$ cat src/rtl/mac_accum_8x8_if.sv
// Handshake bundle between the 8x8 multiplier stream, the accumulator and its consumer.
// The master side drives the command and product stream; the slave side is the accumulator.
interface mac_accum_8x8_if #(
   parameter int PROD_WIDTH = 16,
   parameter int ACC_WIDTH  = 24,
   parameter int LEN_WIDTH  = 8
);
   logic                  start;
   logic [LEN_WIDTH-1:0]  len;
   logic                  in_valid;
   logic                  in_ready;
   logic [PROD_WIDTH-1:0] prod_in;
   logic                  out_valid;
   logic                  out_ready;
   logic [ACC_WIDTH-1:0]  acc_out;
   logic                  overflow;
   logic                  busy;

   modport master (
      output start, len, in_valid, prod_in, out_ready,
      input  in_ready, out_valid, acc_out, overflow, busy
   );

   modport slave (
      input  start, len, in_valid, prod_in, out_ready,
      output in_ready, out_valid, acc_out, overflow, busy
   );
endinterface

$ cat src/rtl/mac_accum_8x8.sv
// Multiply-accumulate stage: sums a programmed number of unsigned products into a
// wide wrapping accumulator and returns the result with a sticky carry-out flag.
module mac_accum_8x8 #(
   parameter int PROD_WIDTH = 16,
   parameter int ACC_WIDTH  = 24,
   parameter int LEN_WIDTH  = 8
) (
   input logic             clk,
   input logic             rst_n,
   mac_accum_8x8_if.slave  bus
);

   typedef enum logic [1:0] {
      IDLE,
      ACC,
      DONE
   } state_t;

   state_t                 state_q, state_d;
   logic [ACC_WIDTH-1:0]   acc_q, acc_d;
   logic                   ovf_q, ovf_d;
   logic [LEN_WIDTH-1:0]   cnt_q, cnt_d;
   logic [ACC_WIDTH:0]     sum;

   always_ff @(posedge clk or negedge rst_n) begin
      if (!rst_n) begin
         state_q <= IDLE;
         acc_q   <= '0;
         ovf_q   <= 1'b0;
         cnt_q   <= '0;
      end else begin
         state_q <= state_d;
         acc_q   <= acc_d;
         ovf_q   <= ovf_d;
         cnt_q   <= cnt_d;
      end
   end

   // One extra adder bit captures the carry out of the accumulator width.
   assign sum = {1'b0, acc_q} + {{(ACC_WIDTH - PROD_WIDTH + 1){1'b0}}, bus.prod_in};

   always_comb begin
      state_d = state_q;
      acc_d   = acc_q;
      ovf_d   = ovf_q;
      cnt_d   = cnt_q;
      case (state_q)
         IDLE: begin
            if (bus.start) begin
               acc_d = '0;
               ovf_d = 1'b0;
               if (bus.len != '0) begin
                  cnt_d   = bus.len;
                  state_d = ACC;
               end else begin
                  state_d = DONE;
               end
            end
         end
         ACC: begin
            // in_ready is high throughout ACC, so in_valid alone marks a transfer.
            if (bus.in_valid) begin
               acc_d = sum[ACC_WIDTH-1:0];
               ovf_d = ovf_q | sum[ACC_WIDTH];
               cnt_d = cnt_q - LEN_WIDTH'(1);
               if (cnt_q == LEN_WIDTH'(1)) begin
                  state_d = DONE;
               end
            end
         end
         DONE: begin
            if (bus.out_ready) begin
               state_d = IDLE;
            end
         end
         default: state_d = IDLE;
      endcase
   end

   always_comb begin
      bus.in_ready  = (state_q == ACC);
      bus.out_valid = (state_q == DONE);
      bus.busy      = (state_q != IDLE);
      bus.acc_out   = acc_q;
      bus.overflow  = ovf_q;
   end

endmodule

$ cat src/flat_wrapper.sv
// flat-port wrapper written by rule: the top's interface ports become plain ports
module mac_accum_8x8_flat 
#(
   parameter int PROD_WIDTH = 16,
   parameter int ACC_WIDTH  = 24,
   parameter int LEN_WIDTH  = 8
)
  (clk, rst_n, bus_start, bus_len, bus_in_valid, bus_prod_in, bus_out_ready, bus_in_ready, bus_out_valid, bus_acc_out, bus_overflow, bus_busy);
  mac_accum_8x8_if #(.PROD_WIDTH(PROD_WIDTH), .ACC_WIDTH(ACC_WIDTH), .LEN_WIDTH(LEN_WIDTH)) bus_i ();
  input logic clk;
  input logic rst_n;
  input wire logic [$bits(bus_i.start)-1:0] bus_start;
  input wire logic [$bits(bus_i.len)-1:0] bus_len;
  input wire logic [$bits(bus_i.in_valid)-1:0] bus_in_valid;
  input wire logic [$bits(bus_i.prod_in)-1:0] bus_prod_in;
  input wire logic [$bits(bus_i.out_ready)-1:0] bus_out_ready;
  output wire logic [$bits(bus_i.in_ready)-1:0] bus_in_ready;
  output wire logic [$bits(bus_i.out_valid)-1:0] bus_out_valid;
  output wire logic [$bits(bus_i.acc_out)-1:0] bus_acc_out;
  output wire logic [$bits(bus_i.overflow)-1:0] bus_overflow;
  output wire logic [$bits(bus_i.busy)-1:0] bus_busy;
  assign bus_i.start = bus_start;
  assign bus_i.len = bus_len;
  assign bus_i.in_valid = bus_in_valid;
  assign bus_i.prod_in = bus_prod_in;
  assign bus_i.out_ready = bus_out_ready;
  assign bus_in_ready = bus_i.in_ready;
  assign bus_out_valid = bus_i.out_valid;
  assign bus_acc_out = bus_i.acc_out;
  assign bus_overflow = bus_i.overflow;
  assign bus_busy = bus_i.busy;
  mac_accum_8x8 #(.PROD_WIDTH(PROD_WIDTH), .ACC_WIDTH(ACC_WIDTH), .LEN_WIDTH(LEN_WIDTH)) u_core (.clk(clk), .rst_n(rst_n), .bus(bus_i));
endmodule
$ cat config.mk
export PLATFORM = sky130hd
export DESIGN_NAME = mac_accum_8x8_flat
export DESIGN_NICKNAME = d
export VERILOG_FILES = /design/src/rtl/mac_accum_8x8_if.sv /design/src/rtl/mac_accum_8x8.sv /design/src/flat_wrapper.sv
export SDC_FILE = /design/constraint.sdc
export NUM_CORES = 1
export LEC_CHECK = 0
export BUFFER_PORTS_ARGS = -buffer_cell sky130_fd_sc_hd__buf_4
export CORE_ASPECT_RATIO = 1.1
export CORE_UTILIZATION = 48
export DETAILED_ROUTE_END_ITERATION = 8
export GPL_ROUTABILITY_DRIVEN = 0
export MAX_ROUTING_LAYER = met4
export PLACE_DENSITY = 0.72
export SYNTH_ARGS = -nofsm -noshare
export SYNTH_HDL_FRONTEND = slang
export SYNTH_SLANG_ARGS = --single-unit
$ cat constraint.sdc
create_clock -name clk -period 2.7 [get_ports clk]
set_input_delay 0.405 -clock clk [delete_from_list [all_inputs] [get_ports clk]]
set_output_delay 0.405 -clock clk [all_outputs]
set_load 0.01 [all_outputs]
==> flow_metrics.env <==
export IMPL_drt_wl_total_um=6580
export IMPL_seq_area_frac_synth_pct=33.5
export IMPL_grt_pass1_wl_um=10900
export IMPL_drive_gt1_share_pct=21.6
export IMPL_die_area_mm2=0.00575
export IMPL_cts_buffer_depth=2
export IMPL_fin_skew_ns=0.00355
export IMPL_synth_fa_ha_area_share_pct=9.38
export IMPL_dominantRegCellSynth="dfrtp_1"
export IMPL_synth_top_family_by_area="compound AO/OA/AOI/OAI gates"
export IMPL_clkSlewWorstSetupHoldPaths_ns=0.07
export IMPL_multiInputGateArea_mm2=0.00163
export IMPL_maxCapViolations=0
export IMPL_endpoint_kind="flop"
export IMPL_dp_hpwl_um=4950
export IMPL_power_density_mw_per_mm2=956
export IMPL_status="complete, no violations"
export IMPL_dieHeight_um=79.4
export IMPL_ff2ff_setup_slack_ns=0.27
export IMPL_antenna_found_initial=0
export IMPL_track_usage_pct=25.0
export IMPL_cts_setup_buffers=0
export IMPL_clock_latency_ns=0.28
export IMPL_first_global_vias=2383
export IMPL_report_final_slew_viol_count=0
export IMPL_slew_headroom_pct=66.4
export IMPL_post_route_drc_count=0
export IMPL_clockRootBuffer="clkbuf_8"
export IMPL_final_min_clock_period_ns=2.43
export IMPL_grt_max_degree=36
export IMPL_overflow=0
export IMPL_vias_per_cell=5.84
export IMPL_vias=2554
export IMPL_ctsResizeCount=0
export IMPL_yosysUniqueCellTypes=61
export IMPL_netlist_area_mm2=0.00262
export IMPL_leakagePower_nw=1.46
export IMPL_worstPathArrival_ns=2.64
export IMPL_power_w=0.00305
export IMPL_synth_xor_area_share_pct=3.68
export IMPL_tightest_slew_ns=0.503
export IMPL_cts_buffers=5
export IMPL_antenna_cells=0
export IMPL_io_buffers=56
export IMPL_finish_utilization_pct=62.1
export IMPL_die_w_um=72.4
export IMPL_setup_viol=0
export IMPL_yosys_warnings=0
export IMPL_seq_area_um2=876
export IMPL_avgSynthCellArea_um2=8.52
export IMPL_rsz0062_at_grt="false"
export IMPL_hold_slack_ns=0.0701
export IMPL_synth_edff_count=0
export IMPL_firstDrtPassIters=4
export IMPL_htree_levels=2
export IMPL_fin_crit_sh_pct=89.8
export IMPL_max_freq_mhz=412
export IMPL_ctsHoldBuffers=0
export IMPL_dr_first_iter_drc_count=148
export IMPL_rows=27
export IMPL_hp_class="input pin to asynchronous set/reset pin"
export IMPL_start_util_pct=50.9
export IMPL_io_pins=57
export IMPL_critical_path_class="flop to flop"
export IMPL_cp_max_fo=5
export IMPL_antenna_left=0
export IMPL_synth_seq_cells=35
export IMPL_startpoint_type="flop"
export IMPL_cts_tree="yes"
export IMPL_ir_worst_vdd_v=0.000619
export IMPL_synth_compound_area_share_pct=28.5
export IMPL_report_final_hold_viol_count=0
export IMPL_synth_async_reset_ratio_pct=100
export IMPL_setup_tns_ns=0
export IMPL_clock_sinks=35
export IMPL_synth_cells=307
export IMPL_synth_simple_area_share_pct=20.4
export IMPL_wl_per_cell_um=15.1
export IMPL_core_mm2=0.00513
export IMPL_synthToLayoutAreaGrowth_pct=22.0
export IMPL_synth_nets=355
export IMPL_nets=413
export IMPL_nFillCells=482
export IMPL_required_ns=2.91
export IMPL_synth_mux_area_share_pct=0.383
[metal layers]
layer | GRT usage [%] | vias to the layer above | wire [µm]
met5 | - | - | 0
met4 | 7.65 | 0 | 109
met3 | 4.29 | 12 | 320
met2 | 40.6 | 85 | 3140
met1 | 31.8 | 1198 | 3010
li1 | - | 1259 | -
[worst max-delay path: stages (launching register included)]
cell and delay (ns):
dfrtp_1 0.40, ha_1 0.23, fa_1 0.43, a211oi_1 0.29, nor2_1 0.13, a211oi_2 0.20, buf_4 0.18, o211ai_1 0.18
a21o_1 0.20, a21oi_1 0.11
[power breakdown]
group | switching, W | internal, W | leakage [nW]
clock network | 0.000194 | 0.000200 | 0.0470
logic | 0.00101 | 0.000768 | 0.954
registers | 0.000175 | 0.000700 | 0.454
total | 0.00138 | 0.00167 | 1.46
[cell usage in the layout (no fill, tap or decap), types with 4 or more instances in the layout]
cell type	Yosys	layout
nand2_1	30	30
nand3_1	11	11
inv_1	9	9
a21oi_1	26	26
dfrtp_1	35	35
o211ai_1	5	5
and2_1	4	4
xnor2_1	8	8
buf_4	3	61
nor2_1	22	22
o21a_1	4	4
o21ai_0	29	29
nand2b_1	6	6
a211oi_1	4	4
nor3_1	10	10
clkbuf_8	0	6
o31ai_1	6	6
a21o_1	10	10
ha_1	18	18
[per-stage QoR]
step	instance area, µm²	setup slack [ns]	instances
after floorplan	2620	0.399	307
after global placement	3100	0.247	430
after detailed placement	3100	0.191	430
after CTS	3190	0.285	437
after global routing	3190	0.114	437
final	3190	0.275	437
[cells in the mapped netlist (2+ instances only)]
library cell | number | area, µm²
o21ai_0 | 29 | 145
nor2_1 | 22 | 82.6
a21oi_1 | 26 | 130
nand3_1 | 11 | 55.1
buf_4 | 3 | 22.5
a21o_1 | 10 | 75.1
o21a_1 | 4 | 30.0
a41oi_1 | 3 | 26.3
and2_1 | 4 | 25.0
ha_1 | 18 | 225
or3_1 | 3 | 18.8
a21oi_2 | 2 | 17.5
and3_1 | 3 | 18.8
o31ai_1 | 6 | 45.0
o21bai_1 | 3 | 22.5
o22ai_1 | 2 | 12.5
dfrtp_1 | 35 | 876
inv_1 | 9 | 33.8
a22o_1 | 3 | 26.3
xnor2_1 | 8 | 70.1
or4_1 | 2 | 15.0
xor2_1 | 3 | 26.3
nand4_1 | 2 | 12.5
nand2_1 | 30 | 113
a211oi_1 | 4 | 30.0
a31oi_1 | 2 | 12.5
a22oi_1 | 3 | 22.5
nand2b_1 | 6 | 37.5
o21ai_1 | 2 | 10.0
nor3_1 | 10 | 50.1
o211ai_1 | 5 | 37.5
clkbuf_1 | 3 | 11.3
buf_2 | 3 | 15.0
[flip-flops by register name, summed over array words and instances (netlist names)]
name and flops:
u_core.bus.acc_out 24, u_core.cnt_q 8, u_core.state_q 2, u_core.bus.overflow 1
[logic make-up after synthesis]
family,after synthesis
xor gates and xnor gates,11
muxes,1
adders and majority gates,19
and+or+nand+nor,105
AOI/OAI and AO/OA,114
DFF,35
buffers and inverters,22
[area by class of cell]
type	count	share of cell area, %
clock inverters	1	0.157
inverters	12	1.49
clock buffers	6	2.59
well taps	72	2.82
multi-input cells	250	51.1
flip-flops and latches	35	27.5
repair buffers	61	14.4
[path summary, 6_finish.rpt]
| check | startpoint | endpoint | cells after the start |
|---|---|---|---|
| setup / recovery | u_core.bus.acc_out[0] | u_core.bus.acc_out[20] | 9 |
| hold / removal | rst_n | u_core.bus.acc_out[3] | 1 |
| setup reg to reg | u_core.bus.acc_out[0] | u_core.bus.acc_out[20] | 9 |
| hold reg to reg | u_core.cnt_q[7] | u_core.cnt_q[7] | 2 |
| max in group asynchronous | rst_n | u_core.state_q[1] | 1 |
| min in group clk | bus_len[0] | u_core.cnt_q[0] | 3 |
(Power assumes the default switching activity.)
